[src/rtl/lc3b_types.sv]
// Shared LC-3b datapath types and constants.
// Holds the word type, the fetch-stage state encoding and the reset PC.
package lc3b_types;

    typedef logic [15:0] lc3b_word;

    typedef enum logic [1:0] {
        RESET = 2'd0,
        FETCH = 2'd1,
        HOLD  = 2'd2,
        DRAIN = 2'd3
    } lc3b_fetch_state;

    localparam lc3b_word LC3B_RESET_PC = 16'h0000;

    // Instruction addresses are word aligned; bit 0 is always dropped.
    function automatic lc3b_word align_pc(input lc3b_word addr);
        return {addr[15:1], 1'b0};
    endfunction

endpackage

[src/rtl/fetch_skid_buffer.sv]
// Single-entry skid buffer for a fetched instruction and its PC+2.
// Captures a response that arrives while decode is stalled.
module fetch_skid_buffer
    import lc3b_types::*;
(
    input  logic     clk,
    input  logic     reset_n,
    input  logic     load,
    input  logic     clear,
    input  lc3b_word load_ir,
    input  lc3b_word load_pc2,
    output lc3b_word ir,
    output lc3b_word pc2,
    output logic     valid
);

    // Clear wins over load so a redirect can never leave a stale entry behind.
    always_ff @(posedge clk) begin
        if (!reset_n) begin
            ir    <= 16'h0000;
            pc2   <= 16'h0000;
            valid <= 1'b0;
        end else if (clear) begin
            ir    <= 16'h0000;
            pc2   <= 16'h0000;
            valid <= 1'b0;
        end else if (load) begin
            ir    <= load_ir;
            pc2   <= load_pc2;
            valid <= 1'b1;
        end else begin
            ir    <= ir;
            pc2   <= pc2;
            valid <= valid;
        end
    end

endmodule

[src/rtl/instruction_fetch.sv]
// LC-3b fetch stage: owns the PC, drives the instruction memory port and
// loads the IF/ID register, handling stall, redirect and multi-cycle memory.
module instruction_fetch
    import lc3b_types::*;
(
    input  logic     clk,
    input  logic     reset_n,
    input  logic     stall,
    input  logic     redirect,
    input  lc3b_word redirect_pc,
    output lc3b_word imem_address,
    output logic     imem_read,
    input  lc3b_word imem_rdata,
    input  logic     imem_resp,
    output lc3b_word ir_out,
    output lc3b_word pc_out,
    output logic     if_bubble
);

    lc3b_fetch_state state_r, state_next_s;
    lc3b_word        pc_r, pc_next_s;
    lc3b_word        target_r, target_next_s;
    lc3b_word        ir_next_s, pc_out_next_s;
    logic            bubble_next_s;
    logic            skid_load_s, skid_clear_s, skid_valid_s;
    lc3b_word        skid_ir_s, skid_pc2_s;
    lc3b_word        pc_plus2_s, redirect_aligned_s;

    assign pc_plus2_s         = pc_r + 16'd2;
    assign redirect_aligned_s = align_pc(redirect_pc);

    // The memory port depends only on registered state, never on stall/redirect.
    assign imem_address = pc_r;
    assign imem_read    = (state_r == FETCH) || (state_r == DRAIN);

    fetch_skid_buffer u_skid (
        .clk      (clk),
        .reset_n  (reset_n),
        .load     (skid_load_s),
        .clear    (skid_clear_s),
        .load_ir  (imem_rdata),
        .load_pc2 (pc_plus2_s),
        .ir       (skid_ir_s),
        .pc2      (skid_pc2_s),
        .valid    (skid_valid_s)
    );

    // Next-state, next-PC and next IF/ID contents.
    always_comb begin
        state_next_s  = state_r;
        pc_next_s     = pc_r;
        target_next_s = target_r;
        ir_next_s     = ir_out;
        pc_out_next_s = pc_out;
        bubble_next_s = if_bubble;
        skid_load_s   = 1'b0;
        skid_clear_s  = 1'b0;

        case (state_r)
            RESET: begin
                pc_next_s     = LC3B_RESET_PC;
                target_next_s = LC3B_RESET_PC;
                ir_next_s     = 16'h0000;
                pc_out_next_s = 16'h0000;
                bubble_next_s = 1'b1;
                skid_clear_s  = 1'b1;
                state_next_s  = FETCH;
            end
            FETCH: begin
                if (redirect) begin
                    ir_next_s     = 16'h0000;
                    bubble_next_s = 1'b1;
                    if (imem_resp) begin
                        pc_next_s = redirect_aligned_s;
                    end else begin
                        target_next_s = redirect_aligned_s;
                        state_next_s  = DRAIN;
                    end
                end else if (imem_resp) begin
                    pc_next_s = pc_plus2_s;
                    if (stall) begin
                        skid_load_s  = 1'b1;
                        state_next_s = HOLD;
                    end else begin
                        ir_next_s     = imem_rdata;
                        pc_out_next_s = pc_plus2_s;
                        bubble_next_s = 1'b0;
                    end
                end else if (!stall) begin
                    ir_next_s     = 16'h0000;
                    bubble_next_s = 1'b1;
                end else begin
                    state_next_s = FETCH;
                end
            end
            HOLD: begin
                if (redirect) begin
                    skid_clear_s  = 1'b1;
                    pc_next_s     = redirect_aligned_s;
                    ir_next_s     = 16'h0000;
                    bubble_next_s = 1'b1;
                    state_next_s  = FETCH;
                end else if (!stall) begin
                    ir_next_s     = skid_ir_s;
                    pc_out_next_s = skid_pc2_s;
                    bubble_next_s = ~skid_valid_s;
                    skid_clear_s  = 1'b1;
                    state_next_s  = FETCH;
                end else begin
                    state_next_s = HOLD;
                end
            end
            DRAIN: begin
                // The read in flight must complete; only the latest target survives.
                if (redirect) begin
                    ir_next_s     = 16'h0000;
                    bubble_next_s = 1'b1;
                    target_next_s = redirect_aligned_s;
                end else begin
                    target_next_s = target_r;
                end
                if (imem_resp) begin
                    pc_next_s    = redirect ? redirect_aligned_s : target_r;
                    state_next_s = FETCH;
                end else begin
                    state_next_s = DRAIN;
                end
            end
            default: begin
                state_next_s = RESET;
            end
        endcase
    end

    // State, PC and IF/ID registers with synchronous reset.
    always_ff @(posedge clk) begin
        if (!reset_n) begin
            state_r   <= RESET;
            pc_r      <= LC3B_RESET_PC;
            target_r  <= LC3B_RESET_PC;
            ir_out    <= 16'h0000;
            pc_out    <= 16'h0000;
            if_bubble <= 1'b1;
        end else begin
            state_r   <= state_next_s;
            pc_r      <= pc_next_s;
            target_r  <= target_next_s;
            ir_out    <= ir_next_s;
            pc_out    <= pc_out_next_s;
            if_bubble <= bubble_next_s;
        end
    end

endmodule

[config.mk]
export PLATFORM = sky130hd
export DESIGN_NAME = instruction_fetch
export DESIGN_NICKNAME = d
export VERILOG_FILES = /design/src/rtl/lc3b_types.sv /design/src/rtl/fetch_skid_buffer.sv /design/src/rtl/instruction_fetch.sv
export SDC_FILE = /design/constraint.sdc
export NUM_CORES = 1
export LEC_CHECK = 0
export ABC_CLOCK_PERIOD_IN_PS = 1900
export CORE_MARGIN = 2
export CORE_UTILIZATION = 33
export CTS_CLUSTER_SIZE = 24
export DETAILED_ROUTE_END_ITERATION = 8
export GPL_TIMING_DRIVEN = 0
export PLACE_DENSITY_LB_ADDON = 0.25
export SYNTH_ARGS = -nofsm -noshare
export SYNTH_HDL_FRONTEND = slang
export SYNTH_SLANG_ARGS = --single-unit
[constraint.sdc]
create_clock -name clk -period 1.9 [get_ports clk]
set_clock_uncertainty 0.05 [all_clocks]
set_input_delay 0.38 -clock clk [delete_from_list [all_inputs] [get_ports clk]]
set_output_delay 0.38 -clock clk [all_outputs]
set_load 0.03 [all_outputs]
==> results_dict.tcl <==
set metrics [dict create \
    outcome "finished, violations left" \
    violations "setup timing" \
    slew_viol_final 0 \
    synth_top_family_by_area "compound AO/OA/AOI/OAI gates" \
    final_layout_size_suffix_gt1_share_pct 18.10 \
    grt.busiest_layer "met2" \
    grt-ovfl-total 0 \
    required_ns 2.10 \
    fp.dieH_um 124.3 \
    synth_fa_ha_area_share_pct 1.833 \
    final_area_sq_um 6729 \
    dpl.hpwl_um 10760 \
    ys_warn_count 0 \
    final_core_utilization_pct 48.10 \
    cp-start-kind "register" \
    synth_edf_count 0 \
    fin_setup_tns_ns -0.5959 \
    met1_usage_pct 25.37 \
    powerDensity_nw_per_um2 796.6 \
    start_util_pct 34.15 \
    ys.flop_type "dfxtp_1" \
    routed_wl_um 15180 \
    max_stage_delay_ns 0.40 \
    syn-num-nets 619 \
    instances_no_fill 887 \
    avgSynthCellArea_sq_um 8.308 \
    cts_tree "yes" \
    clock_latency_ns 0.35 \
    drcViolationCount 0 \
    fill_cells 1338 \
    io_buffers 84 \
    seqCellArea_sq_um 2011 \
    die_x_um 124.3 \
    max_slew.worst_pin.slew_ns 0.6337 \
    syn_inst 575 \
    ant_nets 0 \
    synth_seq_cells 100 \
    min_period_ns 2.022 \
    holdBufCountCts 0 \
    synth.distinct_cells 52 \
    wire_per_inst_um 17.12 \
    cp_cell_sequence "inv_4, ha_4, or2_4, a21o_1, buf_6, a222oi_1, o21ai_1, and3b_1" \
    reg2reg_from "state_r[1]$_SDFFE_PN0P_" \
    worstSetupPathType "register to register" \
    pin_count 87 \
    rows 43 \
    synth_async_sr_flop_share_pct 0 \
    die_area_sq_um 15450 \
    placed_area_sq_um 5884 \
    yosys-top-cells-area "dfxtp_1, nand2_1, nand3_1" \
    final_hold_viol_count 0 \
    yosys.area_share.simple_pct 23.10 \
    p_leak_nw 2.388 \
    peakVddDrop_mv 0.4783 \
    num_vias 4811 \
    worstHoldStart "ir_out[12]$_SDFFE_PN0P_" \
    grt_antenna_before_repair 0 \
    clk_pin_slew_ns 0.08 \
    place_congestion 0.8932 \
    syn_to_final_growth_pct 40.86 \
    yosys.area.top_type "dfxtp_1" \
    place_ws_ns -0.6813 \
    synth_compound_area_share_pct 24.46 \
    ctsLongestPathBuffers 2 \
    grt_pass1_wl_um 23780 \
    dr.pass1.iters 5 \
    use_met2_pct 30.05 \
    hp-class "register to register" \
    cts.sinks 100 \
    core-area_sq_um 13990 \
    multi_input_area_sq_um 2680 \
    first_global_vias 4583 \
    synth_area_sq_um 4777 \
    nNetsFinal 746 \
    grt_usage_pct 19.02 \
    critPathMaxFanout 7 \
    slew_headroom_pct 57.75 \
    yosys.area.top_type_share_pct 41.91 \
    grt_max_degree 18 \
    dp.cells 839 \
    arrival_ns 2.22 \
    clock-root-buffer "clkbuf_16" \
    htree_levels 3 \
    synth_xor_area_share_pct 2.383 \
    drt-initial-drc-count 455 \
    slowest_stage "dfxtp_4" \
    setup_viol 10 \
    synth-seq-area-share_pct 41.91 \
    critPathCaptureType "register" \
    crit_start "state_r[1]$_SDFFE_PN0P_" \
    diodes 0 \
    via_per_inst 5.424 \
    drv_cap 0 \
    grt.met3_usage_pct 3.995 \
    synthMuxAreaShare_pct 0.8643 \
    rsz0062_at_grt "true" \
    fin_crit_sh_pct 106.4 \
    finalWorstSetupSlack_ns -0.1224 \
    numCtsBuffers 9 \
    fmax_mhz 494.5 \
]
-- worst max-delay path, delay by kind of cell (launching register included) --
| kind | cells | cell delay [ns] |
|---|---|---|
| buffers and inverters | 2 | 0.19 |
| AO/OA/AOI/OAI | 3 | 0.68 |
| adder cells (fa/ha/maj) | 1 | 0.16 |
| flip-flops | 1 | 0.40 |
| AND/OR/NAND/NOR | 2 | 0.44 |
-- cells in the mapped netlist (all sizes together), types with 6 or more instances --
master   number
a22oi        20
buf          29
dfxtp       100
nand3        41
xnor2         8
a222oi        6
nand4         7
nand2        86
clkbuf       20
o2bb2ai       8
nor2b        20
o21ai        35
a21boi       22
nor3          8
a211oi       10
nor2         38
a21oi        30
a22o         22
ha            7
-- final cells by class --
class | count | area share (%)
Timing Repair Buffer | 119 | 16.79
Clock inverter | 6 | 0.7066
Multi-Input combinational cell | 422 | 39.83
Inverter | 4 | 0.3533
Buffer | 46 | 5.541
Clock buffer | 10 | 3.552
Tap cell | 180 | 3.347
Sequential cell | 100 | 29.88
-- worst paths after layout --
check,to,slack (ns),cells after the start
worst max register to register,imem_address[6]$_SDFFE_PN0P_,-0.12,8
worst max-delay path,imem_address[6]$_SDFFE_PN0P_,-0.12,8
worst min-delay path,ir_out[12]$_SDFFE_PN0P_,0.40,2
worst min register to register,ir_out[12]$_SDFFE_PN0P_,0.40,2
-- power by group --
group | internal (W) | switching [W]
sequential | 0.00216 | 0.0000605
combinational | 0.000601 | 0.000756
clock | 0.000936 | 0.000845
-- placed cells by master (no fill, tap or decap), types with 5 or more instances in the layout --
| cell | synthesis | layout |
|---|---|---|
| a211oi_1 | 10 | 8 |
| xnor2_1 | 8 | 7 |
| a21boi_1 | 3 | 6 |
| nor2b_1 | 20 | 18 |
| a21oi_1 | 30 | 26 |
| nand4_1 | 7 | 7 |
| clkbuf_1 | 20 | 8 |
| nor2_4 | 2 | 6 |
| o21ai_0 | 32 | 26 |
| a21boi_0 | 19 | 16 |
| nor2_1 | 34 | 30 |
| nor3_1 | 8 | 6 |
| nand3_1 | 41 | 41 |
| buf_4 | 4 | 38 |
| clkbuf_2 | 0 | 6 |
| clkbuf_16 | 0 | 11 |
| nand2_1 | 86 | 85 |
| a31oi_1 | 5 | 5 |
| dlygate4sd2_1 | 0 | 17 |
| a22o_1 | 22 | 22 |
| o21ai_1 | 3 | 8 |
| o2bb2ai_1 | 8 | 8 |
| a22oi_1 | 20 | 20 |
| clkbuf_4 | 0 | 5 |
| buf_6 | 3 | 11 |
| xor2_1 | 5 | 5 |
| a222oi_1 | 6 | 6 |
| dfxtp_1 | 100 | 97 |
| clkdlybuf4s50_1 | 0 | 67 |
-- sequential cells by signal, indices dropped and copies added, names as in the netlist --
register and flops:
if_bubble 1, imem_address 16, ir_out 16, pc_out 16
state_r 2, target_r 16, u_skid.ir 16, u_skid.pc2 16
u_skid.valid 1
-- cells by family after synthesis --
family / Yosys count
compound gates: 171
flops: 100
fa+ha+maj: 7
mux: 4
simple gates: 227
xor+xnor: 13
buf+inv: 53
-- layer usage --
layer	wire length (um)	part of all wire [%]
met1	6916	46
met2	7023	46
met3	895	5.9
met4	349	2.3
met5	0	0
-- per-stage QoR --
stage	power, W	hold slack, ns
floorplan	0.002901	0.3860
global placement	0.003261	0.3910
detailed placement	0.003282	0.3941
CTS	0.005226	0.4021
global route	0.005565	0.4242
finish	0.005360	0.3993
-- timing repair --
action / CTS / global route
gates cloned: 0 / 2
setup buffers: 21 / 12
pin swaps: 10 / 14
gates resized for setup: 76 / 44
setup endpoints to repair: 104 / 82
Power figures use the tool's default switching activity.
